`src/rtl/alu_pkg.sv`:
```
// Shared types for the sequential ALU: opcode/condition encodings, flag bit
// positions, control states and the ARM-style condition evaluator.
package alu_pkg;

  typedef enum logic [3:0] {
    OP_ADD  = 4'h0,
    OP_SUB  = 4'h1,
    OP_MUL  = 4'h2,
    OP_OR   = 4'h3,
    OP_AND  = 4'h4,
    OP_XOR  = 4'h5,
    OP_MOVN = 4'h6,
    OP_MOV  = 4'h7,
    OP_LSR  = 4'h8,
    OP_LSL  = 4'h9,
    OP_ROR  = 4'hA,
    OP_CMP  = 4'hB
  } opcode_e;

  typedef enum logic [3:0] {
    CC_EQ = 4'h0,
    CC_NE = 4'h1,
    CC_CS = 4'h2,
    CC_CC = 4'h3,
    CC_MI = 4'h4,
    CC_PL = 4'h5,
    CC_VS = 4'h6,
    CC_VC = 4'h7,
    CC_HI = 4'h8,
    CC_LS = 4'h9,
    CC_GE = 4'hA,
    CC_LT = 4'hB,
    CC_GT = 4'hC,
    CC_LE = 4'hD,
    CC_AL = 4'hE,
    CC_NV = 4'hF
  } cond_e;

  typedef enum logic [1:0] {
    ST_IDLE     = 2'd0,
    ST_MUL_BUSY = 2'd1,
    ST_HOLD     = 2'd2
  } state_e;

  localparam int FLAG_N = 3;
  localparam int FLAG_Z = 2;
  localparam int FLAG_C = 1;
  localparam int FLAG_V = 0;

  // NV never executes, matching the ARM "never" encoding.
  function automatic logic cond_pass(input logic [3:0] cond, input logic [3:0] nzcv);
    logic n;
    logic z;
    logic c;
    logic v;
    logic ok;
    n = nzcv[FLAG_N];
    z = nzcv[FLAG_Z];
    c = nzcv[FLAG_C];
    v = nzcv[FLAG_V];
    case (cond)
      CC_EQ:   ok = z;
      CC_NE:   ok = ~z;
      CC_CS:   ok = c;
      CC_CC:   ok = ~c;
      CC_MI:   ok = n;
      CC_PL:   ok = ~n;
      CC_VS:   ok = v;
      CC_VC:   ok = ~v;
      CC_HI:   ok = c & ~z;
      CC_LS:   ok = ~c | z;
      CC_GE:   ok = (n == v);
      CC_LT:   ok = (n != v);
      CC_GT:   ok = ~z & (n == v);
      CC_LE:   ok = z | (n != v);
      CC_AL:   ok = 1'b1;
      default: ok = 1'b0;
    endcase
    return ok;
  endfunction

endpackage

```
`src/rtl/seq_mul.sv`:
```
// Iterative shift-add multiplier retiring MUL_RADIX_BITS multiplier bits per
// cycle; done_o/product_o present the final partial sum on the last cycle.
module seq_mul #(
  parameter int WIDTH          = 32,
  parameter int MUL_RADIX_BITS = 1
) (
  input  logic             clk,
  input  logic             rst_n,
  input  logic             start_i,
  input  logic [WIDTH-1:0] a_i,
  input  logic [WIDTH-1:0] b_i,
  output logic             done_o,
  output logic [WIDTH-1:0] product_o
);

  localparam int STEPS = WIDTH / MUL_RADIX_BITS;
  localparam int CNT_W = $clog2(STEPS + 1);

  logic             busy_q;
  logic [CNT_W-1:0] cnt_q;
  logic [WIDTH-1:0] acc_q;
  logic [WIDTH-1:0] mcand_q;
  logic [WIDTH-1:0] mplier_q;
  logic [WIDTH-1:0] partial_s;
  logic [WIDTH-1:0] sum_s;

  // Partial product of the multiplicand and the current multiplier digit.
  always_comb begin
    partial_s = {WIDTH{1'b0}};
    for (int i = 0; i < MUL_RADIX_BITS; i++) begin
      if (mplier_q[i]) begin
        partial_s = partial_s + (mcand_q << i);
      end else begin
        partial_s = partial_s;
      end
    end
  end

  assign sum_s     = acc_q + partial_s;
  assign done_o    = busy_q & (cnt_q == CNT_W'(1'b1));
  assign product_o = sum_s;

  // Iteration registers; start reloads the operands and clears the accumulator.
  always_ff @(posedge clk or negedge rst_n) begin
    if (!rst_n) begin
      busy_q   <= 1'b0;
      cnt_q    <= {CNT_W{1'b0}};
      acc_q    <= {WIDTH{1'b0}};
      mcand_q  <= {WIDTH{1'b0}};
      mplier_q <= {WIDTH{1'b0}};
    end else if (start_i) begin
      busy_q   <= 1'b1;
      cnt_q    <= CNT_W'(STEPS);
      acc_q    <= {WIDTH{1'b0}};
      mcand_q  <= a_i;
      mplier_q <= b_i;
    end else if (busy_q) begin
      busy_q   <= (cnt_q != CNT_W'(1'b1));
      cnt_q    <= cnt_q - CNT_W'(1'b1);
      acc_q    <= sum_s;
      mcand_q  <= mcand_q << MUL_RADIX_BITS;
      mplier_q <= mplier_q >> MUL_RADIX_BITS;
    end else begin
      busy_q   <= busy_q;
    end
  end

endmodule

```
`src/rtl/seq_alu.sv`:
```
// Conditionally executed ALU with NZCV flags, a valid/ready issue port and a
// held result beat; MUL runs on the iterative seq_mul, everything else in one cycle.
module seq_alu
  import alu_pkg::*;
#(
  parameter int WIDTH          = 32,
  parameter int IMM_W          = 16,
  parameter int MUL_RADIX_BITS = 1
) (
  input  logic             clk,
  input  logic             rst_n,
  input  logic             in_valid,
  output logic             in_ready,
  input  logic [WIDTH-1:0] Reg1,
  input  logic [WIDTH-1:0] Reg2,
  input  logic [IMM_W-1:0] IV,
  input  logic [3:0]       OpCode,
  input  logic [3:0]       Cond,
  input  logic             S,
  output logic             out_valid,
  input  logic             out_ready,
  output logic [WIDTH-1:0] Result,
  output logic             res_we,
  output logic             skipped,
  output logic             illegal,
  output logic [3:0]       Flag
);

  localparam int SH_W = $clog2(WIDTH);
  localparam int MSB  = WIDTH - 1;

  state_e           state_q, state_d;
  logic             rdy_en_q;
  logic             out_valid_q, out_valid_d;
  logic [WIDTH-1:0] result_q, result_d;
  logic             res_we_q, res_we_d;
  logic             skipped_q, skipped_d;
  logic             illegal_q, illegal_d;
  logic [3:0]       flag_q, flag_d;
  logic             mul_s_q, mul_s_d;

  logic             in_ready_s;
  logic             accept_s;
  logic             illegal_op_s;
  logic             cond_ok_s;
  logic             mul_start_s;
  logic             mul_done_s;
  logic [WIDTH-1:0] mul_prod_s;

  logic [WIDTH-1:0] iv_ext_s;
  logic [SH_W-1:0]  amt_s;
  logic [SH_W-1:0]  idx_r_s;
  logic [SH_W-1:0]  idx_l_s;
  logic [SH_W:0]    rol_amt_s;
  logic [WIDTH:0]   add_s;
  logic [WIDTH-1:0] sub_s;
  logic [WIDTH-1:0] ror_s;

  logic [WIDTH-1:0] alu_res_s;
  logic             alu_c_s;
  logic             alu_v_s;
  logic             alu_we_s;
  logic             alu_fl_s;

  seq_mul #(
    .WIDTH         (WIDTH),
    .MUL_RADIX_BITS(MUL_RADIX_BITS)
  ) u_mul (
    .clk      (clk),
    .rst_n    (rst_n),
    .start_i  (mul_start_s),
    .a_i      (Reg1),
    .b_i      (Reg2),
    .done_o   (mul_done_s),
    .product_o(mul_prod_s)
  );

  assign iv_ext_s  = WIDTH'(IV);
  assign amt_s     = iv_ext_s[SH_W-1:0];
  // Index of the last bit shifted out: amt-1 for right shifts, WIDTH-amt for left.
  assign idx_r_s   = amt_s - SH_W'(1'b1);
  assign idx_l_s   = {SH_W{1'b0}} - amt_s;
  assign rol_amt_s = (SH_W + 1)'(WIDTH) - {1'b0, amt_s};
  assign add_s     = {1'b0, Reg1} + {1'b0, Reg2};
  assign sub_s     = Reg1 - Reg2;
  assign ror_s     = (Reg2 >> amt_s) | (Reg2 << rol_amt_s);

  // rdy_en_q keeps in_ready low until the first edge after reset release.
  assign in_ready_s   = rdy_en_q & ((state_q == ST_IDLE) | ((state_q == ST_HOLD) & out_ready));
  assign accept_s     = in_valid & in_ready_s;
  assign illegal_op_s = (OpCode >= 4'hC);
  assign cond_ok_s    = cond_pass(Cond, flag_q);

  // Single-cycle datapath: result, carry/overflow candidates and write enable.
  always_comb begin
    alu_res_s = {WIDTH{1'b0}};
    alu_c_s   = flag_q[FLAG_C];
    alu_v_s   = flag_q[FLAG_V];
    alu_we_s  = 1'b1;
    alu_fl_s  = S;
    case (OpCode)
      OP_ADD: begin
        alu_res_s = add_s[MSB:0];
        alu_c_s   = add_s[WIDTH];
        alu_v_s   = (Reg1[MSB] == Reg2[MSB]) & (add_s[MSB] != Reg1[MSB]);
      end
      OP_SUB: begin
        alu_res_s = sub_s;
        alu_c_s   = (Reg1 >= Reg2);
        alu_v_s   = (Reg1[MSB] != Reg2[MSB]) & (sub_s[MSB] != Reg1[MSB]);
      end
      OP_CMP: begin
        alu_res_s = sub_s;
        alu_c_s   = (Reg1 >= Reg2);
        alu_v_s   = (Reg1[MSB] != Reg2[MSB]) & (sub_s[MSB] != Reg1[MSB]);
        alu_we_s  = 1'b0;
        alu_fl_s  = 1'b1;
      end
      OP_MUL:  alu_res_s = {WIDTH{1'b0}};
      OP_OR:   alu_res_s = Reg1 | Reg2;
      OP_AND:  alu_res_s = Reg1 & Reg2;
      OP_XOR:  alu_res_s = Reg1 ^ Reg2;
      OP_MOVN: alu_res_s = iv_ext_s;
      OP_MOV:  alu_res_s = Reg2;
      OP_LSR: begin
        alu_res_s = Reg2 >> amt_s;
        if (amt_s != {SH_W{1'b0}}) begin
          alu_c_s = Reg2[idx_r_s];
        end else begin
          alu_c_s = flag_q[FLAG_C];
        end
      end
      OP_LSL: begin
        alu_res_s = Reg2 << amt_s;
        if (amt_s != {SH_W{1'b0}}) begin
          alu_c_s = Reg2[idx_l_s];
        end else begin
          alu_c_s = flag_q[FLAG_C];
        end
      end
      OP_ROR: begin
        alu_res_s = ror_s;
        if (amt_s != {SH_W{1'b0}}) begin
          alu_c_s = ror_s[MSB];
        end else begin
          alu_c_s = flag_q[FLAG_C];
        end
      end
      default: begin
        alu_we_s = 1'b0;
        alu_fl_s = 1'b0;
      end
    endcase
  end

  // Control: beat retirement per state, then launch of a newly accepted op.
  always_comb begin
    state_d     = state_q;
    out_valid_d = out_valid_q;
    result_d    = result_q;
    res_we_d    = res_we_q;
    skipped_d   = skipped_q;
    illegal_d   = illegal_q;
    flag_d      = flag_q;
    mul_s_d     = mul_s_q;
    mul_start_s = 1'b0;

    case (state_q)
      ST_IDLE: state_d = ST_IDLE;
      ST_MUL_BUSY: begin
        if (mul_done_s) begin
          out_valid_d = 1'b1;
          result_d    = mul_prod_s;
          res_we_d    = 1'b1;
          skipped_d   = 1'b0;
          illegal_d   = 1'b0;
          state_d     = ST_HOLD;
          if (mul_s_q) begin
            flag_d = {mul_prod_s[MSB], (mul_prod_s == {WIDTH{1'b0}}),
                      flag_q[FLAG_C], flag_q[FLAG_V]};
          end else begin
            flag_d = flag_q;
          end
        end else begin
          state_d = ST_MUL_BUSY;
        end
      end
      ST_HOLD: begin
        if (out_ready) begin
          out_valid_d = 1'b0;
          state_d     = ST_IDLE;
        end else begin
          state_d = ST_HOLD;
        end
      end
      default: begin
        out_valid_d = 1'b0;
        state_d     = ST_IDLE;
      end
    endcase

    if (accept_s) begin
      if (illegal_op_s) begin
        out_valid_d = 1'b1;
        result_d    = {WIDTH{1'b0}};
        res_we_d    = 1'b0;
        skipped_d   = 1'b0;
        illegal_d   = 1'b1;
        state_d     = ST_HOLD;
      end else if (!cond_ok_s) begin
        out_valid_d = 1'b1;
        result_d    = {WIDTH{1'b0}};
        res_we_d    = 1'b0;
        skipped_d   = 1'b1;
        illegal_d   = 1'b0;
        state_d     = ST_HOLD;
      end else if (OpCode == OP_MUL) begin
        mul_start_s = 1'b1;
        mul_s_d     = S;
        out_valid_d = 1'b0;
        state_d     = ST_MUL_BUSY;
      end else begin
        out_valid_d = 1'b1;
        result_d    = alu_res_s;
        res_we_d    = alu_we_s;
        skipped_d   = 1'b0;
        illegal_d   = 1'b0;
        state_d     = ST_HOLD;
        if (alu_fl_s) begin
          flag_d = {alu_res_s[MSB], (alu_res_s == {WIDTH{1'b0}}), alu_c_s, alu_v_s};
        end else begin
          flag_d = flag_q;
        end
      end
    end else begin
      mul_start_s = 1'b0;
    end
  end

  // State, beat and flag registers.
  always_ff @(posedge clk or negedge rst_n) begin
    if (!rst_n) begin
      state_q     <= ST_IDLE;
      rdy_en_q    <= 1'b0;
      out_valid_q <= 1'b0;
      result_q    <= {WIDTH{1'b0}};
      res_we_q    <= 1'b0;
      skipped_q   <= 1'b0;
      illegal_q   <= 1'b0;
      flag_q      <= 4'b0000;
      mul_s_q     <= 1'b0;
    end else begin
      state_q     <= state_d;
      rdy_en_q    <= 1'b1;
      out_valid_q <= out_valid_d;
      result_q    <= result_d;
      res_we_q    <= res_we_d;
      skipped_q   <= skipped_d;
      illegal_q   <= illegal_d;
      flag_q      <= flag_d;
      mul_s_q     <= mul_s_d;
    end
  end

  assign in_ready  = in_ready_s;
  assign out_valid = out_valid_q;
  assign Result    = result_q;
  assign res_we    = res_we_q;
  assign skipped   = skipped_q;
  assign illegal   = illegal_q;
  assign Flag      = flag_q;

endmodule

```
`config.mk`:
```
export PLATFORM = sky130hd
export DESIGN_NAME = seq_alu
export DESIGN_NICKNAME = d
export VERILOG_FILES = /design/src/rtl/alu_pkg.sv /design/src/rtl/seq_mul.sv /design/src/rtl/seq_alu.sv
export SDC_FILE = /design/constraint.sdc
export NUM_CORES = 1
export LEC_CHECK = 0
export CORE_MARGIN = 8
export CORE_UTILIZATION = 43
export DETAILED_ROUTE_END_ITERATION = 10
export RECOVER_POWER = 50
export SLEW_MARGIN = 20
export SYNTH_ARGS = -nofsm -noshare
export SYNTH_HDL_FRONTEND = slang
export SYNTH_HIERARCHICAL = 1
export SYNTH_SLANG_ARGS = --single-unit
```
`constraint.sdc`:
```
create_clock -name clk -period 6.4 [get_ports clk]
set_input_delay 1.6 -clock clk [delete_from_list [all_inputs] [get_ports clk]]
set_output_delay 1.6 -clock clk [all_outputs]
set_load 0.01 [all_outputs]
```
## After elaboration in Yosys (flattened, before gate mapping)

Index checks and enable logic that the tools add are counted.

| operators by class | value |
|---|---|
| magnitude comparators | 4 |
| reduce and logical (&&, ||, !) cells | 14 |
| $mul | 0 |
| eq/ne operators | 44 |
| add/subtract/negate cells | 7 |
| shift operators | 3 |
| divide/modulo/power cells | 0 |
| mux-type cells | 74 |
| bitwise logic cells | 20 |

Operators by type and width:

| cell | number |
|---|---|
| 32-bit two-way mux | 13 |
| 32-bit case mux with 10 select lines | 1 |
| 32-bit logical NOT | 2 |
| 32-bit bitwise OR | 2 |
| 4-bit equality test, second input constant | 11 |
| 1-bit two-way mux | 36 |
| 32-bit by 32-bit adder with 33-bit output | 1 |
| 32-bit adder | 1 |
| 32-bit AND | 1 |
| 4-bit by 3-bit equality test with 1-bit output, second input constant | 8 |
| 32-bit >= comparator | 1 |
| 4-bit two-way mux | 8 |
| 32-bit by 5-bit << shifter with 32-bit output | 1 |
| 32-bit by 6-bit << shifter with 32-bit output | 1 |
| 32-bit by 5-bit right shift with 32-bit output | 1 |
| 32-bit subtractor | 1 |
| 32-bit bitwise XOR | 1 |
| 6-bit inequality test, second input constant | 3 |
| 4-bit by 2-bit equality test with 1-bit output, second input constant | 4 |
| 1-bit case mux with 15 select lines | 1 |
| 5-bit by 6-bit < comparator with 1-bit output, second input constant | 2 |
| 2-bit two-way mux | 6 |
| 6-bit two-way mux | 2 |
| 11-bit OR reduction | 1 |
| 35 further kinds | 57 |

| storage, ports and cells | value |
|---|---|
| register bits after elaboration | 147 |
| memory bits (writable) | 0 |
| latch bits | 0 |
| logic and storage cells | 182 |
| memories kept | 0 |
| memory bits (read-only) | 0 |
| bits of input ports | 93 |

## Longest topological paths before layout

| depth | value |
|---|---|
| word-level depth | 10 |
| mapped depth | 20 |
| depth with buffers taken out | 16 |

## Modules after synthesis

Netlist, hierarchy kept.

Modules (own cells, without submodules):

| module | instances | cells each | area each (µm²) |
|---|---|---|---|
| seq_alu | 1 | 2063 | 15606.2 |
| seq_mul | 1 | 703 | 6528.8 |

## Worst setup path after synthesis

OpenSTA, ideal clock, no wires.

| timing | value |
|---|---|
| path type | input port to flip-flop |
| start | input port IV[0] |
| end | register flag_q[2], in the netlist Flag[2] |
| required time | 6.334 ns |
| slack | 0.377 ns |
| buffers on the path | 6 |
| stages on the path | 16 |
| setup time | 0.066 ns |
| arrival | 5.957 ns |
| cells stage by stage | buf_6 -> buf_6 -> inv_2 -> buf_1 -> clkbuf_1 -> ha_1 -> buf_2 -> buf_1 -> mux4_2 -> mux4_1 -> a2111o_1 -> a211oi_2 -> nand4_1 -> or4_1 -> nor3_1 -> a31o_1 |

| on the way | value |
|---|---|
| word-level cells in the longest chain between the ends | 10 |
| elaborated cells on any way between the ends | 12 |
| those cells by class | add/sub (1); shift (3); mux (6); bitwise (1); reduce/logical (1) |

Ends and longest elaborated chain:

| item | line | text |
|---|---|---|
| from (decl) | seq_alu.sv:16 | `input logic [IMM_W-1:0] IV,` |
| 6-bit by 5-bit subtractor with 6-bit output | seq_alu.sv:83 | `assign rol_amt_s = (SH_W + 1)'(WIDTH) - {1'b0, amt_s};` |
| 32-bit by 6-bit << shifter with 32-bit output | seq_alu.sv:86 | `assign ror_s = (Reg2 >> amt_s) \| (Reg2 << rol_amt_s);` |
| 32-bit bitwise OR | seq_alu.sv:86 |  |
| 32-bit case mux with 10 select lines * | seq_alu.sv:101 | `case (OpCode)` |
| 32-bit logical NOT * | seq_alu.sv:230 | `flag_d = {alu_res_s[MSB], (alu_res_s == {WIDTH{1'b0}}), alu_c_s, alu_v_s};` |
| 4-bit two-way mux * | seq_alu.sv:229 | `if (alu_fl_s) begin` |
| 4-bit two-way mux * | seq_alu.sv:217 | `end else if (OpCode == OP_MUL) begin` |
| 4-bit two-way mux * | seq_alu.sv:210 | `end else if (!cond_ok_s) begin` |
| 4-bit two-way mux * | seq_alu.sv:203 | `if (illegal_op_s) begin` |
| 4-bit two-way mux * | seq_alu.sv:202 | `if (accept_s) begin` |
| to (signal assigned) | seq_alu.sv:260 | `flag_q <= flag_d;` |
| to (decl) | seq_alu.sv:39 | `logic [3:0] flag_q, flag_d;` |

Every way passes the cells marked *; elsewhere a longest branch is shown, timed or not. The select of a mux whose other input is x is not followed.
A chain may end at the register's enable or synchronous reset.

## Final worst setup path

| timing | value |
|---|---|
| start | input port Reg2[3] |
| end | register flag_q[2], in the netlist Flag[2] |

| on the way | value |
|---|---|
| word-level cells in the longest chain between the ends | 9 |
| elaborated cells on any way between the ends | 16 |
| those cells by class | add/sub (2); shift (3); mux (6); bitwise (4); reduce/logical (1) |

Ends and longest elaborated chain:

| item | line | text |
|---|---|---|
| from (decl) | seq_alu.sv:15 | `input logic [WIDTH-1:0] Reg2,` |
| parallel branches: the longest is 2 deep, another holds 32-bit subtractor | - |  |
| 32-bit case mux with 10 select lines * | seq_alu.sv:101 |  |
| 32-bit logical NOT * | seq_alu.sv:230 |  |
| 4-bit two-way mux * | seq_alu.sv:229 |  |
| 4-bit two-way mux * | seq_alu.sv:217 |  |
| 4-bit two-way mux * | seq_alu.sv:210 |  |
| 4-bit two-way mux * | seq_alu.sv:203 |  |
| 4-bit two-way mux * | seq_alu.sv:202 |  |

Every way passes the cells marked *. The select of a mux whose other input is x is not followed.

==> flow_metrics.tcl <==
set metrics [dict create \
    wl_microns 121000 \
    cts_sinks 147 \
    grt.total_usage_pct 39.1 \
    violations "max-capacitance violations, max-slew violations" \
    drive_gt1_share_pct 15.0 \
    synth_top_area_share_pct 16.6 \
    ys_ff_latch 147 \
    hold_viol 0 \
    layout.nets 3140 \
    postCtsSetupRepairBufs 0 \
    ys.flop_type "dfrtp_1" \
    synth_top_area_cell "dfrtp_1" \
    max_stage_delay_ps 840 \
    drv_slew 73 \
    grt_overflow_total 0 \
    synthTopCellsByArea "dfrtp_1 (17%), mux2i_1 (9.9%), mux4_2 (9.3%)" \
    dpl.hpwl_microns 95700 \
    drtIter0Drc 3379 \
    antenna_found_initial 4 \
    cts_hold_buf 0 \
    cts_resized 0 \
    crit_slowest_cell "a2111oi_0" \
    cts.path.max_buffers 2 \
    crit_chain "clkdlybuf4s50_1, inv_1, ha_1, o21ai_0, a21oi_1, buf_4, o211a_1, o21ai_0, o21bai_1, a221o_1, a2111oi_0, nand4_1, or4_1, nor3_1, a31o_1" \
    coreArea_sq_um 51100 \
    layout_commonest_cell "nand2_1" \
    cp.required_ps 6820 \
    clock_latency_ps 490 \
    vdd_drop_max_v 0.000212 \
    synth_cell_types 104 \
    syn-cell-area_sq_um 22100 \
    path_class "input port to flip-flop" \
    fillers 5050 \
    reg2reg_depth 16 \
    cp.arrival_ps 6350 \
    async_flop_share_pct 100 \
    whs_path_depth 2 \
    synthToLayoutAreaGrowth_pct 15.3 \
    hold_class "flip-flop to flip-flop" \
    pre_cts_ws_ps 255 \
    worst_slew_pin_slew_ps 2480 \
    wl_per_cell_microns 33.6 \
    outcome "complete, but fails checks" \
    grt_first_pass_wirelength_microns 173000 \
    grt_max_degree 88 \
    synth_edf_count 0 \
    r2r-end "Flag[2]" \
    drc 0 \
    port_buffers 133 \
    p_per_area_nw_per_um2 314 \
    vias 25500 \
    period_needed_ps 5930 \
    final_cell_mix "nand2_1 (266), nor2_1 (251), mux2i_1 (219), buf_4 (213), a21oi_1 (178)" \
    via_per_inst 7.08 \
    fin_skew_ps 15.4 \
    setup-violations-final 0 \
    cts_tree "done" \
    path_clk_slew_ps 60 \
    root_buffer "clkbuf_16" \
    cts_buffers 17 \
    syn_avg_cell_area_sq_um 8.00 \
    p_leak_nw 10.4 \
    syn_inst 2766 \
    placementRows 83 \
    rrSetupSlack_ps 1370 \
    drt-pass1-iter-count 9 \
    ys_seq_area_share_pct 16.6 \
    rr_startpoint "u_mul/mplier_q[0]" \
    ios 134 \
    fin_area_sq_um 25500 \
    cts_max_level 4 \
    die_h_microns 243 \
    crit_fanout 12 \
    synth_warnings 6 \
    crit_path_frequent_cell "o21ai_0" \
    ant_nets 0 \
    start_util_pct 43.3 \
    die_area_sq_um 59000 \
    min_to "u_mul/acc_q[29]" \
    synth_nets 3005 \
    clock.fmax_ghz 0.169 \
    slew_headroom_pct -65.6 \
    die-width_microns 243 \
    rsz0062_at_grt "false" \
    finalSetupTns_ps 0 \
    worstHoldStart "u_mul/acc_q[29]" \
    critPathLaunchType "input port" \
    placed_area_sq_um 24900 \
    fin_crit_sh_pct 92.6 \
    end_kind "flip-flop" \
    routabilityCongestion 1.15 \
    first_global_vias 24200 \
    final.setup.worst_slack_ps 472 \
    drv_cap 2 \
]
==> report_power, final <==
part           internal (W)  leakage (nW)  switching [W]
logic               0.00196          8.41        0.00340
clock network      0.000548         0.275       0.000517
registers           0.00130          1.75       0.000290
total               0.00381          10.4        0.00421
==> layout make-up <==
| class | instances | area (sq um) | share of cell area, % |
|---|---|---|---|
| Multi-Input combinational cell | 2263 | 16900 | 66.4 |
| Tap cell | 680 | 851 | 3.33 |
| Timing Repair Buffer | 351 | 3010 | 11.8 |
| Clock inverter | 14 | 149 | 0.583 |
| Inverter | 121 | 454 | 1.78 |
| Sequential cell | 147 | 3680 | 14.4 |
| Clock buffer | 18 | 429 | 1.68 |
| Antenna cell | 2 | 5.00 | 0.0196 |
==> flip-flops by register name, indices dropped and copies added (netlist names) <==
register / cells
u_mul/mplier_q: 32
res_we: 1
state_q: 2
Flag: 4
u_mul/busy_q: 1
out_valid: 1
Result: 32
rdy_en_q: 1
illegal: 1
mul_s_q: 1
u_mul/acc_q: 32
u_mul/cnt_q: 6
skipped: 1
u_mul/mcand_q: 32
==> critical path: cells and delay by family <==
family | cells | cell delay (ps)
buffers and inverters | 3 | 810
AO/OA/AOI/OAI | 8 | 2520
adder cells (fa/ha/maj) | 1 | 460
AND/OR/NAND/NOR | 3 | 950
==> routing by layer <==
metal	vias to the layer above	routed length [microns]	track usage (%)
met5	-	27	0
met4	4	8460	22.3
met3	465	13500	10.3
li1	10600	-	-
met1	12400	46100	49.0
met2	1917	52600	60.5
==> cells in the mapped netlist, types with 43 or more instances <==
cell and number:
nor3_1 69, a21oi_1 178, nand3_1 57, and2_1 43, o22ai_1 69, clkbuf_1 139
nand2_1 266, mux2i_1 219, ha_1 143, o21ai_0 175, dfrtp_1 147, buf_2 51
mux4_2 91, inv_1 115, nor2_1 253
==> cells by family after synthesis <==
kind of cell	count (synthesis)	share of synthesized area (%)
XOR/XNOR	53	2.10
adder cells (fa/ha/maj)	146	8.35
AO/OA/AOI/OAI	819	25.2
buffers and inverters	356	6.99
multiplexers	361	21.9
AND/OR/NAND/NOR	883	18.8
flip-flops	147	16.6
other	1	0.0169
==> per-stage QoR <==
step | util (%) | std cells | total power, W | hold slack [ps]
final | 50.0 | 3596 | 0.00802 | 513
after global routing | 49.9 | 3594 | 0.00838 | 532
after CTS | 50.0 | 3594 | 0.00786 | 517
after detailed placement | 48.8 | 3562 | 0.00677 | 500
after global placement | 48.8 | 3562 | 0.00665 | 483
after floorplan | - | 2766 | 0.00497 | 466
==> worst max-delay path by stage <==
stage	endpoint	startpoint
6_report	Flag[2]	Reg2[3]
5_1_grt	Flag[2]	Reg1[3]
4_1_cts	Flag[2]	Reg2[3]
3_5_place_dp	Flag[2]	Reg2[3]
3_3_place_gp	Flag[2]	IV[4]
2_1_floorplan	Flag[2]	IV[0]
No activity file was read; power rests on OpenSTA's default activity.
